`config.mk`:
```
export PLATFORM = sky130hd
export DESIGN_NAME = inst_sequencer
export DESIGN_NICKNAME = d
export VERILOG_FILES = /design/src/rtl/inst_sequencer_pkg.sv /design/src/rtl/seq_wait_timer.sv /design/src/rtl/inst_sequencer.sv
export SDC_FILE = /design/constraint.sdc
export NUM_CORES = 1
export LEC_CHECK = 0
export CAP_MARGIN = 30
export CORE_MARGIN = 5
export CORE_UTILIZATION = 37
export DETAILED_ROUTE_END_ITERATION = 10
export GPL_TIMING_DRIVEN = 0
export PLACE_DENSITY = 0.8
export SETUP_SLACK_MARGIN = 0.2
export SLEW_MARGIN = 20
export SYNTH_ARGS = -nofsm -noshare
export SYNTH_HDL_FRONTEND = slang
export SYNTH_SLANG_ARGS = --single-unit
```
`constraint.sdc`:
```
create_clock -name clk -period 1.5 [get_ports clk]
set_input_delay 0.225 -clock clk [delete_from_list [all_inputs] [get_ports clk]]
set_output_delay 0.225 -clock clk [all_outputs]
set_load 0.005 [all_outputs]
```
`src/rtl/inst_sequencer_pkg.sv`:
```
// Shared types and defaults for the RV32E multi-cycle instruction sequencer.
package inst_sequencer_pkg;

  typedef enum logic [2:0] {
    ST_FETCH = 3'd0,
    ST_IWAIT = 3'd1,
    ST_EXEC  = 3'd2,
    ST_MREQ  = 3'd3,
    ST_MWAIT = 3'd4,
    ST_WB    = 3'd5,
    ST_HALT  = 3'd6,
    ST_ERR   = 3'd7
  } seq_state_e;

  localparam int unsigned SEQ_TIMEOUT    = 1024;
  localparam int unsigned SEQ_CNT_W      = 11;
  localparam logic [31:0] SEQ_RESET_INST = 32'h0000_0013;

  // States that block on an external handshake and are guarded by the wait timer.
  function automatic logic is_wait_state(input seq_state_e s);
    return (s == ST_FETCH) || (s == ST_IWAIT) || (s == ST_MREQ) || (s == ST_MWAIT);
  endfunction

endpackage

```
`src/rtl/seq_wait_timer.sv`:
```
// Wait-state watchdog: counts stalled cycles, clears on exit, flags expiry.
module seq_wait_timer
  import inst_sequencer_pkg::*;
#(
  parameter int unsigned TIMEOUT_CYC = SEQ_TIMEOUT,
  parameter int unsigned CNT_W       = SEQ_CNT_W
) (
  input  logic clk,
  input  logic rst_n,
  input  logic active,
  input  logic done,
  output logic expired
);

  localparam logic [CNT_W-1:0] LAST = CNT_W'(TIMEOUT_CYC - 1);

  logic [CNT_W-1:0] cnt_q, cnt_d;
  logic             stalled;

  assign stalled = active && !done;
  assign expired = stalled && (cnt_q == LAST);

  // Any state change (exit or expiry) restarts the count from zero.
  always_comb begin
    cnt_d = '0;
    if (stalled && !expired) begin
      cnt_d = cnt_q + 1'b1;
    end
  end

  always_ff @(posedge clk) begin
    if (!rst_n) begin
      cnt_q <= '0;
    end else begin
      cnt_q <= cnt_d;
    end
  end

endmodule

```
`src/rtl/inst_sequencer.sv`:
```
// Multi-cycle FETCH/EXEC/MEM/WB sequencer driving fetch and LSU handshakes.
//
// state | meaning
// FETCH | fetch request out, wait for if_req_ready
// IWAIT | wait for if_rsp_valid, latch instruction
// EXEC  | sample decoder, pick memory / write-back / halt
// MREQ  | data request out, wait for mem_req_ready
// MWAIT | wait for mem_rsp_valid
// WB    | one-cycle commit strobes
// HALT  | ebreak retired, idle until reset
// ERR   | handshake timeout, idle until reset
module inst_sequencer
  import inst_sequencer_pkg::*;
#(
  parameter int unsigned TIMEOUT_CYC = SEQ_TIMEOUT,
  parameter int unsigned CNT_W       = SEQ_CNT_W,
  parameter logic [31:0] RESET_INST  = SEQ_RESET_INST
) (
  input  logic        clk,
  input  logic        rst_n,
  output logic        if_req_valid,
  input  logic        if_req_ready,
  input  logic        if_rsp_valid,
  input  logic [31:0] if_rsp_data,
  output logic [31:0] inst_q,
  input  logic        dec_wen_r,
  input  logic        dec_wen_m,
  input  logic        dec_is_load,
  input  logic        dec_halt,
  output logic        mem_req_valid,
  output logic        mem_req_wen,
  input  logic        mem_req_ready,
  input  logic        mem_rsp_valid,
  output logic        rf_we,
  output logic        pc_we,
  output logic        halted,
  output logic        timeout,
  output logic [2:0]  state_o
);

  seq_state_e  state_q, state_d;
  logic [31:0] inst_d;
  logic        mem_wen_q, mem_wen_d;
  logic        rf_wen_q, rf_wen_d;
  logic        wait_active, wait_done, wait_expired;

  assign wait_active = is_wait_state(state_q);

  always_comb begin
    wait_done = 1'b0;
    case (state_q)
      ST_FETCH: wait_done = if_req_ready;
      ST_IWAIT: wait_done = if_rsp_valid;
      ST_MREQ:  wait_done = mem_req_ready;
      ST_MWAIT: wait_done = mem_rsp_valid;
      default:  wait_done = 1'b0;
    endcase
  end

  seq_wait_timer #(
    .TIMEOUT_CYC (TIMEOUT_CYC),
    .CNT_W       (CNT_W)
  ) u_wait_timer (
    .clk     (clk),
    .rst_n   (rst_n),
    .active  (wait_active),
    .done    (wait_done),
    .expired (wait_expired)
  );

  always_comb begin
    state_d   = state_q;
    inst_d    = inst_q;
    mem_wen_d = mem_wen_q;
    rf_wen_d  = rf_wen_q;
    case (state_q)
      ST_FETCH: if (if_req_ready) state_d = ST_IWAIT;
      ST_IWAIT: begin
        if (if_rsp_valid) begin
          inst_d  = if_rsp_data;
          state_d = ST_EXEC;
        end
      end
      ST_EXEC: begin
        // Store beats load when the decoder asserts both.
        if (dec_halt) begin
          state_d = ST_HALT;
        end else if (dec_wen_m) begin
          mem_wen_d = 1'b1;
          rf_wen_d  = 1'b0;
          state_d   = ST_MREQ;
        end else if (dec_is_load) begin
          mem_wen_d = 1'b0;
          rf_wen_d  = dec_wen_r;
          state_d   = ST_MREQ;
        end else begin
          rf_wen_d = dec_wen_r;
          state_d  = ST_WB;
        end
      end
      ST_MREQ:  if (mem_req_ready) state_d = ST_MWAIT;
      ST_MWAIT: if (mem_rsp_valid) state_d = ST_WB;
      ST_WB:    state_d = ST_FETCH;
      default:  state_d = state_q;
    endcase
    if (wait_expired) state_d = ST_ERR;
  end

  always_ff @(posedge clk) begin
    if (!rst_n) begin
      state_q   <= ST_FETCH;
      inst_q    <= RESET_INST;
      mem_wen_q <= 1'b0;
      rf_wen_q  <= 1'b0;
    end else begin
      state_q   <= state_d;
      inst_q    <= inst_d;
      mem_wen_q <= mem_wen_d;
      rf_wen_q  <= rf_wen_d;
    end
  end

  assign if_req_valid  = (state_q == ST_FETCH);
  assign mem_req_valid = (state_q == ST_MREQ);
  assign mem_req_wen   = mem_wen_q;
  assign rf_we         = (state_q == ST_WB) && rf_wen_q;
  assign pc_we         = (state_q == ST_WB);
  assign halted        = (state_q == ST_HALT);
  assign timeout       = (state_q == ST_ERR);
  assign state_o       = state_q;

endmodule

```
## Yosys cells after proc, flatten, opt, wreduce, memory -nomap -nowiden

Index checks and enable logic that the tools add are counted.

| word-level totals | value |
|---|---|
| flip-flop bits (word level) | 48 |
| input bits | 42 |

| cells by class | value |
|---|---|
| add/sub/neg operators | 1 |
| eq/ne operators | 12 |
| mux-type cells | 13 |
| bitwise logic cells | 1 |
| reductions and logical operators | 17 |

Operators with widths:

| cell | count |
|---|---|
| $mux 3 | 8 |
| $pmux 3 s6 | 1 |
| $eq 3x3->1 const B | 4 |
| $add 11x1->11 const B | 1 |
| $eq 11x10->1 const B | 1 |
| $reduce_bool 7->1 | 1 |
| $eq 3x2->1 const B | 2 |
| $ne 3x1->1 const B | 2 |
| $ne 3x2->1 const B | 2 |
| $reduce_and 2->1 | 3 |
| $reduce_and 5->1 | 1 |
| $logic_and 1x1->1 | 4 |
| $pmux 1 s4 | 1 |
| $eq 3x1->1 const B | 1 |
| $logic_not 3->1 | 1 |
| $logic_or 1x1->1 | 3 |
| $mux 1 | 3 |
| $reduce_and 3->1 | 1 |
| $logic_not 1->1 | 2 |
| $reduce_bool 2->1 | 1 |
| $not 1->1 | 1 |

## Longest topological paths before layout

Gate-level depths: netlist of run 1.

| logic depth | value |
|---|---|
| depth in word-level cells | 9 |
| mapped depth | 6 |
| depth with buffers taken out | 5 |

## By module

Synthesis of run 1 repeated with hierarchy kept, for this count alone.

| second synthesis, totals | value |
|---|---|
| cells, all modules | 239 |
| area, all modules | 2104.5 um2 |

Modules (own cells, without submodules):

| module | instances | cells an instance | area an instance (um2) | sequential area each (um2) |
|---|---|---|---|---|
| inst_sequencer | 1 | 189 | 1587.8 | 740.7 |
| seq_wait_timer | 1 | 50 | 516.7 | 220.2 |

## Worst setup path after synthesis of run 1

Ideal clock, no wire load.

| timing | value |
|---|---|
| path type | register to register |
| start | reg u_wait_timer.cnt_q[0] |
| end | reg state_q[1], in the netlist state_o[1] |
| arrival time | 1.398 ns |
| required time | 1.426 ns |
| setup slack | 0.028 ns |
| cell stages (with the launch flop) | 6 |
| buffers on the path | 0 |
| clock period less this slack | 1.472 ns |
| path through | dfxtp_1 ha_1 and4_4 nand4_2 or3b_1 a31oi_1 |

| on the way | value |
|---|---|
| word-level cells in the longest chain between the ends | 4 |

RTL lines:

| item | RTL line | RTL |
|---|---|---|
| from (decl) | seq_wait_timer.sv:17 | `logic [CNT_W-1:0] cnt_q, cnt_d;` |
| from (signal assigned) | seq_wait_timer.sv:35 | `cnt_q <= cnt_d;` |
| $eq 11x10->1 (*) | seq_wait_timer.sv:21 | `assign expired = stalled && (cnt_q == LAST);` |
| $logic_and 1x1->1 (*) | seq_wait_timer.sv:21 |  |
| $reduce_bool 7->1 (no source line), or another cell as far along | n/a |  |
| $reduce_and 5->1 (no source line) | n/a |  |
| to (signal assigned) | inst_sequencer.sv:116 | `state_q <= state_d;` |
| to (decl) | inst_sequencer.sv:41 | `seq_state_e state_q, state_d;` |

Mark *: on every way between the ends. The rest lies on a longest branch, timed or not.
A chain may end at the register's enable or synchronous reset.

## Worst setup path in the final report of run 1

| timing | value |
|---|---|
| start | reg state_q[2], in the netlist state_o[2] |
| end | reg state_q[1], in the netlist state_o[1] |

| on the way | value |
|---|---|
| word-level cells in the longest chain between the ends | 8 |

RTL lines:

| item |
|---|
| parallel branches: the longest is 8 deep, another holds $reduce_bool 7->1 |

Parallel ways; which one is timed is not known.

==> impl_metrics.py, run 1 <==
metrics = {
    "power": {
        "power_mw": 3.380,
        "cellPowerDensity_mw_per_mm2": 941.8,
        "switchingPower_mw": 1.001,
        "power.share.clock_pct": 24.0,
        "p_int_mw": 2.378,
        "seqPwrFrac_pct": 42.8,
        "vdd_ir_drop_max_mv": 0.4339,
        "netSwitchingFraction_pct": 29.63,
        "comb_power_share_pct": 33.2,
        "leakage_nw": 1.480,
    },
    "sta": {
        "slew_headroom_pct": 78.78,
        "setup_viol": 0,
        "finClkSkew_ns": 0.009260,
        "fmax_mhz": 668.3,
        "worstMarginPinSlew_ns": 0.3154,
        "period_needed_ns": 1.496,
        "period_share_pct": 99.75,
        "slew_violations": 0,
        "rsz0062_at_grt": "yes",
        "hold_violations": 0,
        "hold_slack_ns": 0.4539,
    },
    "clocking": {
        "cts_tree": "yes",
        "cts_buffers": 5,
        "cts_hold_buf": 0,
        "clock_sinks": 48,
        "clock_latency_ns": 0.30,
        "clockBufferDepth": 2,
        "root_buffer": "clkbuf_8",
        "clk_pin_slew_worst_paths_ns": 0.09,
        "htree_num_levels": 2,
    },
    "yosys": {
        "synth_area_per_cell_sq_um": 7.864,
        "yosysTopAreaCellShare_pct": 50.49,
        "ys_top_cells_by_area": "dfxtp_1, nand2_1, a21oi_1",
        "synth_cells": 242,
        "synth_top_cell_by_area": "dfxtp_1",
        "yosysSeqAreaShare_pct": 50.49,
        "syn-cell-area_sq_mm": 0.001903,
        "synth_seq_cells": 48,
        "syn_nets": 285,
        "synth-warning-count": 0,
        "ys_types": 32,
    },
    "detailed_routing": {
        "vias": 2093,
        "wl_um": 6643,
        "drcViolationCount": 0,
        "ant_nets": 0,
        "wl_per_cell_um": 15.45,
        "viasPerCell": 4.867,
        "dr.pass1.iters": 5,
        "drtIter0Drc": 60,
    },
    "critical_path": {
        "startpoint_type": "register",
        "critPathRequiredTime_ns": 1.73,
        "rrSetupSlack_ns": 0.004,
        "reg2reg_from": "state_o[2]",
        "reg2reg_to": "state_o[1]",
        "arrival_ns": 1.72,
        "rr_worst_depth": 5,
        "crit_path_end_kind": "register",
        "critical_path_class": "reg -> reg",
        "critPathMaxFanout": 4,
    },
    "worst_hold_path": {
        "min_to": "inst_q[22]",
        "min-delay-start": "if_rsp_data[22]",
        "min_path_cells": 3,
        "hold_path.class": "in -> reg",
    },
    "grt": {
        "grt_use_total_pct": 18.08,
        "grt_pass1_wl_um": 9384,
        "overflow": 0,
        "grt_max_degree": 16,
        "antenna_found_initial": 0,
        "grt_pass1_vias": 2040,
    },
    "placement": {
        "dpl.cell_count": 395,
        "dp_hpwl_um": 3706,
        "io_buffers": 83,
        "gp_congestion": 0.7701,
    },
    "cells_and_area": {
        "final_common_cell": "nand2_1",
        "final_cell_mix": "nand2_1, clkdlybuf4s50_1, dlygate4sd2_1",
        "area_growth_pct": 88.56,
        "fin_util_pct": 71.17,
        "drive_gt1_share_pct": 38.61,
        "antenna_cells": 0,
        "layoutNonFillerInstCount": 430,
        "nNetsFinal": 402,
    },
    "floorplan": {
        "die_w_um": 81.72,
        "top_level_ports": 84,
        "die_h_um": 81.72,
        "num_rows": 26,
        "core-area_sq_mm": 0.005042,
        "die-area_sq_mm": 0.006677,
        "initial_core_util_pct": 37.74,
    },
    "outcome": {
        "status": "completed",
    },
    "flow_run": {
        "drv_cap": 0,
    },
}
critical path, stage by stage (launching register included):
cell	delay, ns
dfxtp_4	0.38
buf_6	0.10
mux2i_2	0.20
a32o_2	0.18
or3b_4	0.42
a31oi_1	0.15
Yosys cell counts, drive strengths merged:
cell	number
mux2i	1
buf	4
a32o	1
nor2b	3
nand2b	3
and3	2
nand4	1
nand3	7
nor4	1
o211ai	1
nor4b	1
and4	1
nor3	3
nand3b	1
and2	2
a22oi	1
o32ai	1
o22ai	2
clkbuf	9
or3b	1
dfxtp	48
nor2	20
clkinv	1
xor2	4
o21ai	4
a31oi	1
ha	1
xnor2	4
a21oi	33
nand2	77
inv	2
a22o	1
repair_timing:
item / in CTS / in global routing
setup endpoints to repair: 83 / 55
endpoints found under the hold margin: 0 / 0
pin swaps: 22 / 43
setup buffers: 19 / 2
cloned: 5 / 1
gates resized for setup: 162 / 52
registers in the layout (all words and copies together), names as in the netlist:
signal,count
inst_q,32
u_wait_timer.cnt_q,11
rf_wen_q,1
mem_req_wen,1
state_o,3
through the flow:
stage / setup slack (ns) / TNS (ns) / area [sq um]
after floorplan: 0.07947 / 0 / 1929
after global placement: -0.3476 / -5.003 / 2848
after detailed placement: -0.3623 / -6.170 / 2848
after CTS: 0.06075 / 0 / 3371
after global routing: -0.05792 / -0.2369 / 3588
final: 0.003732 / 0 / 3588
cell type report:
type	count	area (sq um)
fillers	365	1454
multi-input cells	178	1195
repair buffers	110	1033
flip-flops and latches	48	988.4
plain buffers	13	173.9
well taps	70	87.58
clock buffers	6	82.58
clock inverters	2	13.76
inverters	3	13.76
power groups by stage:
| stage | Sequential (mW) | Clock, mW | Combinational [mW] |
|---|---|---|---|
| finish | 1.45 | 0.811 | 1.12 |
| detailed placement | 1.45 | 0 | 0.674 |
| floorplan | 1.45 | 0 | 0.296 |
| CTS | 1.42 | 0.822 | 0.971 |
| global route | 1.46 | 0.891 | 1.20 |
| global placement | 1.45 | 0 | 0.664 |
cell families after synthesis:
family	share of synthesized area, %
simple gates	28.27
flops	50.49
compound gates	12.95
buf+inv	3.419
xor+xnor	3.681
mux	0.5260
fa+ha+maj	0.6574
worst max-delay path by stage:
| stage | to | from | cells after the start |
|---|---|---|---|
| 6_report | state_o[1] | state_o[2] | 5 |
| 5_1_grt | state_o[1] | state_o[2] | 5 |
| 4_1_cts | state_o[1] | u_wait_timer.cnt_q[0] | 5 |
| 3_5_place_dp | rf_we | state_o[2] | 5 |
| 3_3_place_gp | rf_we | state_o[2] | 5 |
| 2_1_floorplan | state_o[1] | u_wait_timer.cnt_q[1] | 5 |
per-layer routing:
metal | share of wire, % | vias up | track usage (%)
li1 | - | 1028 | -
met1 | 39 | 978 | 20.28
met2 | 53 | 72 | 33.31
met3 | 6.4 | 15 | 5.154
met4 | 1.7 | 0 | 4.817
met5 | 0 | - | 0
Power figures use the tool's default switching activity.
==> run 2, diff against run 1 <==
CORE_UTILIZATION = 43   (was 37)
DONT_BUFFER_PORTS = 1   (was default)
PLACE_DENSITY = 0.65   (was 0.8)
==> impl_metrics.py, run 2 (synthesized netlist as in run 1, its figures left out) <==
metrics = {
    "critical_path": {
        "reg2reg_to": "state_o[2]",
        "arrival_ns": 1.66,
        "critPathMaxFanout": 3,
        "reg2reg_from": "u_wait_timer.cnt_q[0]",
        "crit_path_end_kind": "register",
        "rrSetupSlack_ns": 0.06,
        "startpoint_type": "register",
        "critical_path_class": "reg -> reg",
        "rr_worst_depth": 5,
        "critPathRequiredTime_ns": 1.72,
    },
    "grt": {
        "grt_max_degree": 16,
        "grt_use_total_pct": 15.10,
        "grt_pass1_vias": 1481,
        "antenna_found_initial": 0,
        "overflow": 0,
        "grt_pass1_wl_um": 7286,
    },
    "sta": {
        "period_needed_ns": 1.440,
        "period_share_pct": 95.99,
        "finClkSkew_ns": 0.01268,
        "rsz0062_at_grt": "yes",
        "hold_violations": 0,
        "tns_ns": 0,
        "worst_slack_ns": 0.06015,
        "hold_slack_ns": 0.03017,
        "fmax_mhz": 694.5,
        "slew_headroom_pct": 51.19,
        "worstMarginPinSlew_ns": 0.7321,
        "slew_violations": 0,
        "setup_viol": 0,
    },
    "outcome": {
        "status": "completed",
    },
    "worst_hold_path": {
        "min_to": "inst_q[15]",
        "min_path_cells": 2,
        "min-delay-start": "if_rsp_data[15]",
        "hold_path.class": "in -> reg",
    },
    "detailed_routing": {
        "drcViolationCount": 0,
        "ant_nets": 0,
        "m1WireLength_um": 2139,
        "topRoutingLayerUsed": "met4",
        "dr.pass1.iters": 4,
        "wl_um": 5265,
        "vias": 1700,
        "wl_per_cell_um": 16.50,
        "viasPerCell": 5.329,
        "drtIter0Drc": 50,
        "wl_met2_um": 2673,
        "wl_met3_um": 379,
    },
    "clocking": {
        "root_buffer": "clkbuf_8",
        "clk_pin_slew_worst_paths_ns": 0.09,
        "clock_latency_ns": 0.30,
        "clock_sinks": 48,
        "cts_tree": "yes",
        "htree_num_levels": 2,
        "clockBufferDepth": 2,
        "cts_buffers": 5,
    },
    "placement": {
        "dpl.cell_count": 294,
        "gp_congestion": 0.7889,
        "io_buffers": 0,
        "placed_area_sq_mm": 0.001994,
        "pre_cts_ws_ns": -0.05727,
        "dp_hpwl_um": 3129,
    },
    "power": {
        "switchingPower_mw": 0.9216,
        "cellPowerDensity_mw_per_mm2": 1077,
        "vdd_ir_drop_max_mv": 0.6115,
        "seqPwrFrac_pct": 47.6,
        "power.share.clock_pct": 26.3,
        "p_int_mw": 2.136,
        "netSwitchingFraction_pct": 30.14,
        "power_mw": 3.058,
        "comb_power_share_pct": 26.1,
        "leakage_nw": 1.145,
    },
    "cells_and_area": {
        "antenna_cells": 0,
        "layoutNonFillerInstCount": 319,
        "multiInputGateArea_sq_mm": 0.001338,
        "area_growth_pct": 49.11,
        "nNetsFinal": 309,
        "final_area_sq_mm": 0.002838,
        "regMostFlops": "inst_q",
        "nFillCells": 327,
        "final_common_cell": "nand2_1",
        "ff_latch_area_sq_um": 977.2,
        "final_cell_mix": "nand2_1, dfxtp_1, nand2_4",
        "drive_gt1_share_pct": 45.69,
        "largest_reg_flops": 32,
        "fin_util_pct": 65.63,
    },
    "floorplan": {
        "top_level_ports": 84,
        "die_h_um": 76.53,
        "die-area_sq_mm": 0.005856,
        "die_w_um": 76.53,
        "initial_core_util_pct": 44.01,
        "core-area_sq_mm": 0.004324,
        "num_rows": 24,
    },
    "flow_run": {
        "drv_cap": 0,
    },
}
## run 2: cell count changes in the layout (fill, tap and decap cells not counted), sizes merged
cell,delta
clkdlybuf4s15,-1
dlygate4sd3,+1
clkinvlp,+2
dlygate4sd2,-34
clkdlybuf4s50,-40
inv,-1
buf,-18
dlymetal6s2s,-1
clkinv,-1
## run 2: repair_timing
item | CTS | global route
setup endpoints to repair | 47 | 47
pin swaps | 11 | 53
setup buffers | 9 | 4
endpoints found under the hold margin | 3 | 0
cloned | 0 | 3
resized for setup | 36 | 122
hold buffers | 1 | 0
## run 2: critical path, cell delays in order, from the launching register on
cell and delay (ns):
dfxtp_4 0.36, ha_4 0.13, and4_4 0.24, nand4_4 0.08, or3b_4 0.42, a21oi_2 0.14
## run 2: power groups by stage
stage	sequential (mW)	clock [mW]	combinational [mW]
3_3_place_gp	1.47	0	0.360
3_5_place_dp	1.48	0	0.365
6_report	1.46	0.804	0.797
2_1_floorplan	1.45	0	0.296
4_1_cts	1.45	0.827	0.503
5_1_grt	1.47	0.883	0.863
## run 2: how the worst max path moves through the flow
| stage | to | startpoint | cells past startpoint |
|---|---|---|---|
| 2_1_floorplan | state_o[1] | u_wait_timer.cnt_q[1] | 5 |
| 3_3_place_gp | inst_q[2] | state_o[1] | 5 |
| 3_5_place_dp | u_wait_timer.cnt_q[3] | u_wait_timer.cnt_q[0] | 5 |
| 4_1_cts | state_o[1] | u_wait_timer.cnt_q[0] | 5 |
| 5_1_grt | state_o[1] | u_wait_timer.cnt_q[0] | 5 |
| 6_report | state_o[2] | u_wait_timer.cnt_q[0] | 5 |
## run 2: final cells by class
type / count / share of cell area (%)
inverters: 3 / 0.3968
clock buffers: 6 / 2.910
clock inverters: 2 / 0.5291
multi-input cells: 178 / 47.13
repair buffers: 17 / 6.834
well taps: 52 / 2.293
plain buffers: 13 / 5.467
flip-flops and latches: 48 / 34.44
## run 2: routing by layer
metal / GRT usage, % / vias up
met5: 0 / -
met4: 5.070 / 0
met3: 5.910 / 8
met2: 23.97 / 58
met1: 18.59 / 793
li1: - / 841
==> run 3, diff against run 2 <==
SKIP_LAST_GASP = 1   (was default)
==> impl_metrics.py, run 3 (synthesized netlist as in run 1, its figures left out) <==
metrics = {
    "power": {
        "comb_power_share_pct": 24.3,
        "power.share.clock_pct": 26.9,
        "power_mw": 2.981,
        "switchingPower_mw": 0.8757,
        "netSwitchingFraction_pct": 29.38,
        "leakage_nw": 1.025,
        "cellPowerDensity_mw_per_mm2": 1115,
        "p_int_mw": 2.105,
        "vdd_ir_drop_max_mv": 0.6114,
        "seqPwrFrac_pct": 48.8,
    },
    "detailed_routing": {
        "wl_per_cell_um": 15.87,
        "viasPerCell": 5.301,
        "wl_um": 5061,
        "wl_met2_um": 2512,
        "wl_met3_um": 411,
        "drcViolationCount": 0,
        "ant_nets": 0,
        "vias": 1691,
        "topRoutingLayerUsed": "met4",
        "dr.pass1.iters": 4,
        "drtIter0Drc": 67,
        "m1WireLength_um": 2065,
    },
    "clocking": {
        "clockBufferDepth": 2,
        "root_buffer": "clkbuf_8",
        "clock_latency_ns": 0.30,
        "htree_num_levels": 2,
        "cts_buffers": 5,
        "cts_tree": "yes",
        "clock_sinks": 48,
        "clk_pin_slew_worst_paths_ns": 0.09,
    },
    "cells_and_area": {
        "area_growth_pct": 40.43,
        "regMostFlops": "inst_q",
        "final_cell_mix": "nand2_1, dfxtp_1, a21oi_2",
        "antenna_cells": 0,
        "multiInputGateArea_sq_mm": 0.001187,
        "layoutNonFillerInstCount": 319,
        "fin_util_pct": 61.81,
        "ff_latch_area_sq_um": 977.2,
        "largest_reg_flops": 32,
        "final_common_cell": "nand2_1",
        "nFillCells": 351,
        "final_area_sq_mm": 0.002673,
        "nNetsFinal": 309,
        "drive_gt1_share_pct": 36.70,
    },
    "critical_path": {
        "critPathLaunch": "u_wait_timer.cnt_q[0]",
        "critPathRequiredTime_ns": 1.72,
        "startpoint_type": "register",
        "crit_slowest_cell": "or3b_4",
        "critical_path_class": "reg -> reg",
        "rr_worst_depth": 5,
        "critPathMaxFanout": 3,
        "reg2reg_to": "state_o[2]",
        "path_delay_family": "simple AND/OR/NAND/NOR gates",
        "crit_buf_inv": 0,
        "crit_cells": 5,
        "critical_path.endpoint": "state_o[2]",
        "reg2reg_from": "u_wait_timer.cnt_q[0]",
        "arrival_ns": 1.66,
        "cp_cell_sequence": "ha_4 > and4_4 > nand4_4 > or3b_4 > a21oi_2",
        "cp_slowest_stage_delay_ns": 0.42,
        "crit_path_end_kind": "register",
        "rrSetupSlack_ns": 0.06,
    },
    "floorplan": {
        "die-area_sq_mm": 0.005856,
        "die_h_um": 76.53,
        "num_rows": 24,
        "top_level_ports": 84,
        "core-area_sq_mm": 0.004324,
        "die_w_um": 76.53,
        "initial_core_util_pct": 44.01,
    },
    "sta": {
        "rsz0062_at_grt": "yes",
        "fmax_mhz": 693.1,
        "hold_violations": 0,
        "worst_slack_ns": 0.05715,
        "slew_headroom_pct": 52.09,
        "setup_viol": 0,
        "slew_violations": 0,
        "worstMarginPinSlew_ns": 0.7187,
        "hold_slack_ns": 0.03935,
        "finClkSkew_ns": 0.007456,
        "period_needed_ns": 1.443,
        "tns_ns": 0,
        "period_share_pct": 96.19,
    },
    "placement": {
        "gp_congestion": 0.7889,
        "dp_hpwl_um": 3129,
        "dpl.cell_count": 294,
        "io_buffers": 0,
        "placed_area_sq_mm": 0.001994,
        "pre_cts_ws_ns": -0.05727,
    },
    "grt": {
        "grt_max_degree": 16,
        "grt_pass1_vias": 1481,
        "overflow": 0,
        "antenna_found_initial": 0,
        "grt_use_total_pct": 15.10,
        "grt_pass1_wl_um": 7286,
    },
    "worst_hold_path": {
        "min_path_cells": 2,
        "hold_path.class": "in -> reg",
    },
    "flow_run": {
        "drv_cap": 0,
    },
    "outcome": {
        "status": "completed",
    },
}
==> run 3: area by class of cell <==
cell class | instances | share of cell area, %
inverter | 3 | 0.4213
sequential | 48 | 36.56
tap | 52 | 2.434
timing repair buffer | 17 | 7.257
buffer | 13 | 5.243
clock inverter | 2 | 0.5618
clock buffer | 6 | 3.090
multi-input combinational | 178 | 44.43
==> run 3: repair_timing <==
item,in CTS,in global routing
pin swaps,11,36
gates resized for setup,36,80
hold buffers,1,0
cloned,0,3
setup endpoints to repair,47,47
buffers inserted,9,4
endpoints found under the hold margin,3,0
==> run 3: metal layers <==
metal	global-route usage, %	vias up
li1	-	843
met1	18.59	780
met2	23.97	60
met3	5.910	8
met4	5.070	0
met5	0	-
==> run 3: power groups by stage <==
stage / Sequential [mW] / Clock [mW] / Combinational, mW
floorplan: 1.45 / 0 / 0.296
global placement: 1.47 / 0 / 0.360
detailed placement: 1.48 / 0 / 0.365
CTS: 1.45 / 0.827 / 0.503
global route: 1.47 / 0.885 / 0.792
finish: 1.46 / 0.802 / 0.724
==> run 3: worst reg2reg max path: stages, from the launching register on <==
cell	delay, ns
dfxtp_4	0.36
ha_4	0.13
and4_4	0.24
nand4_4	0.08
or3b_4	0.42
a21oi_2	0.14
==> run 3: worst min path at each step <==
stage / slack (ns) / end / start
CTS: 0.04 / inst_q[19] / if_rsp_data[19]
detailed placement: 0.30 / inst_q[1] / rst_n
floorplan: 0.30 / inst_q[0] / rst_n
global placement: 0.30 / inst_q[0] / rst_n
global route: 0.02 / inst_q[22] / if_rsp_data[22]
finish: 0.04 / inst_q[31] / if_rsp_data[31]
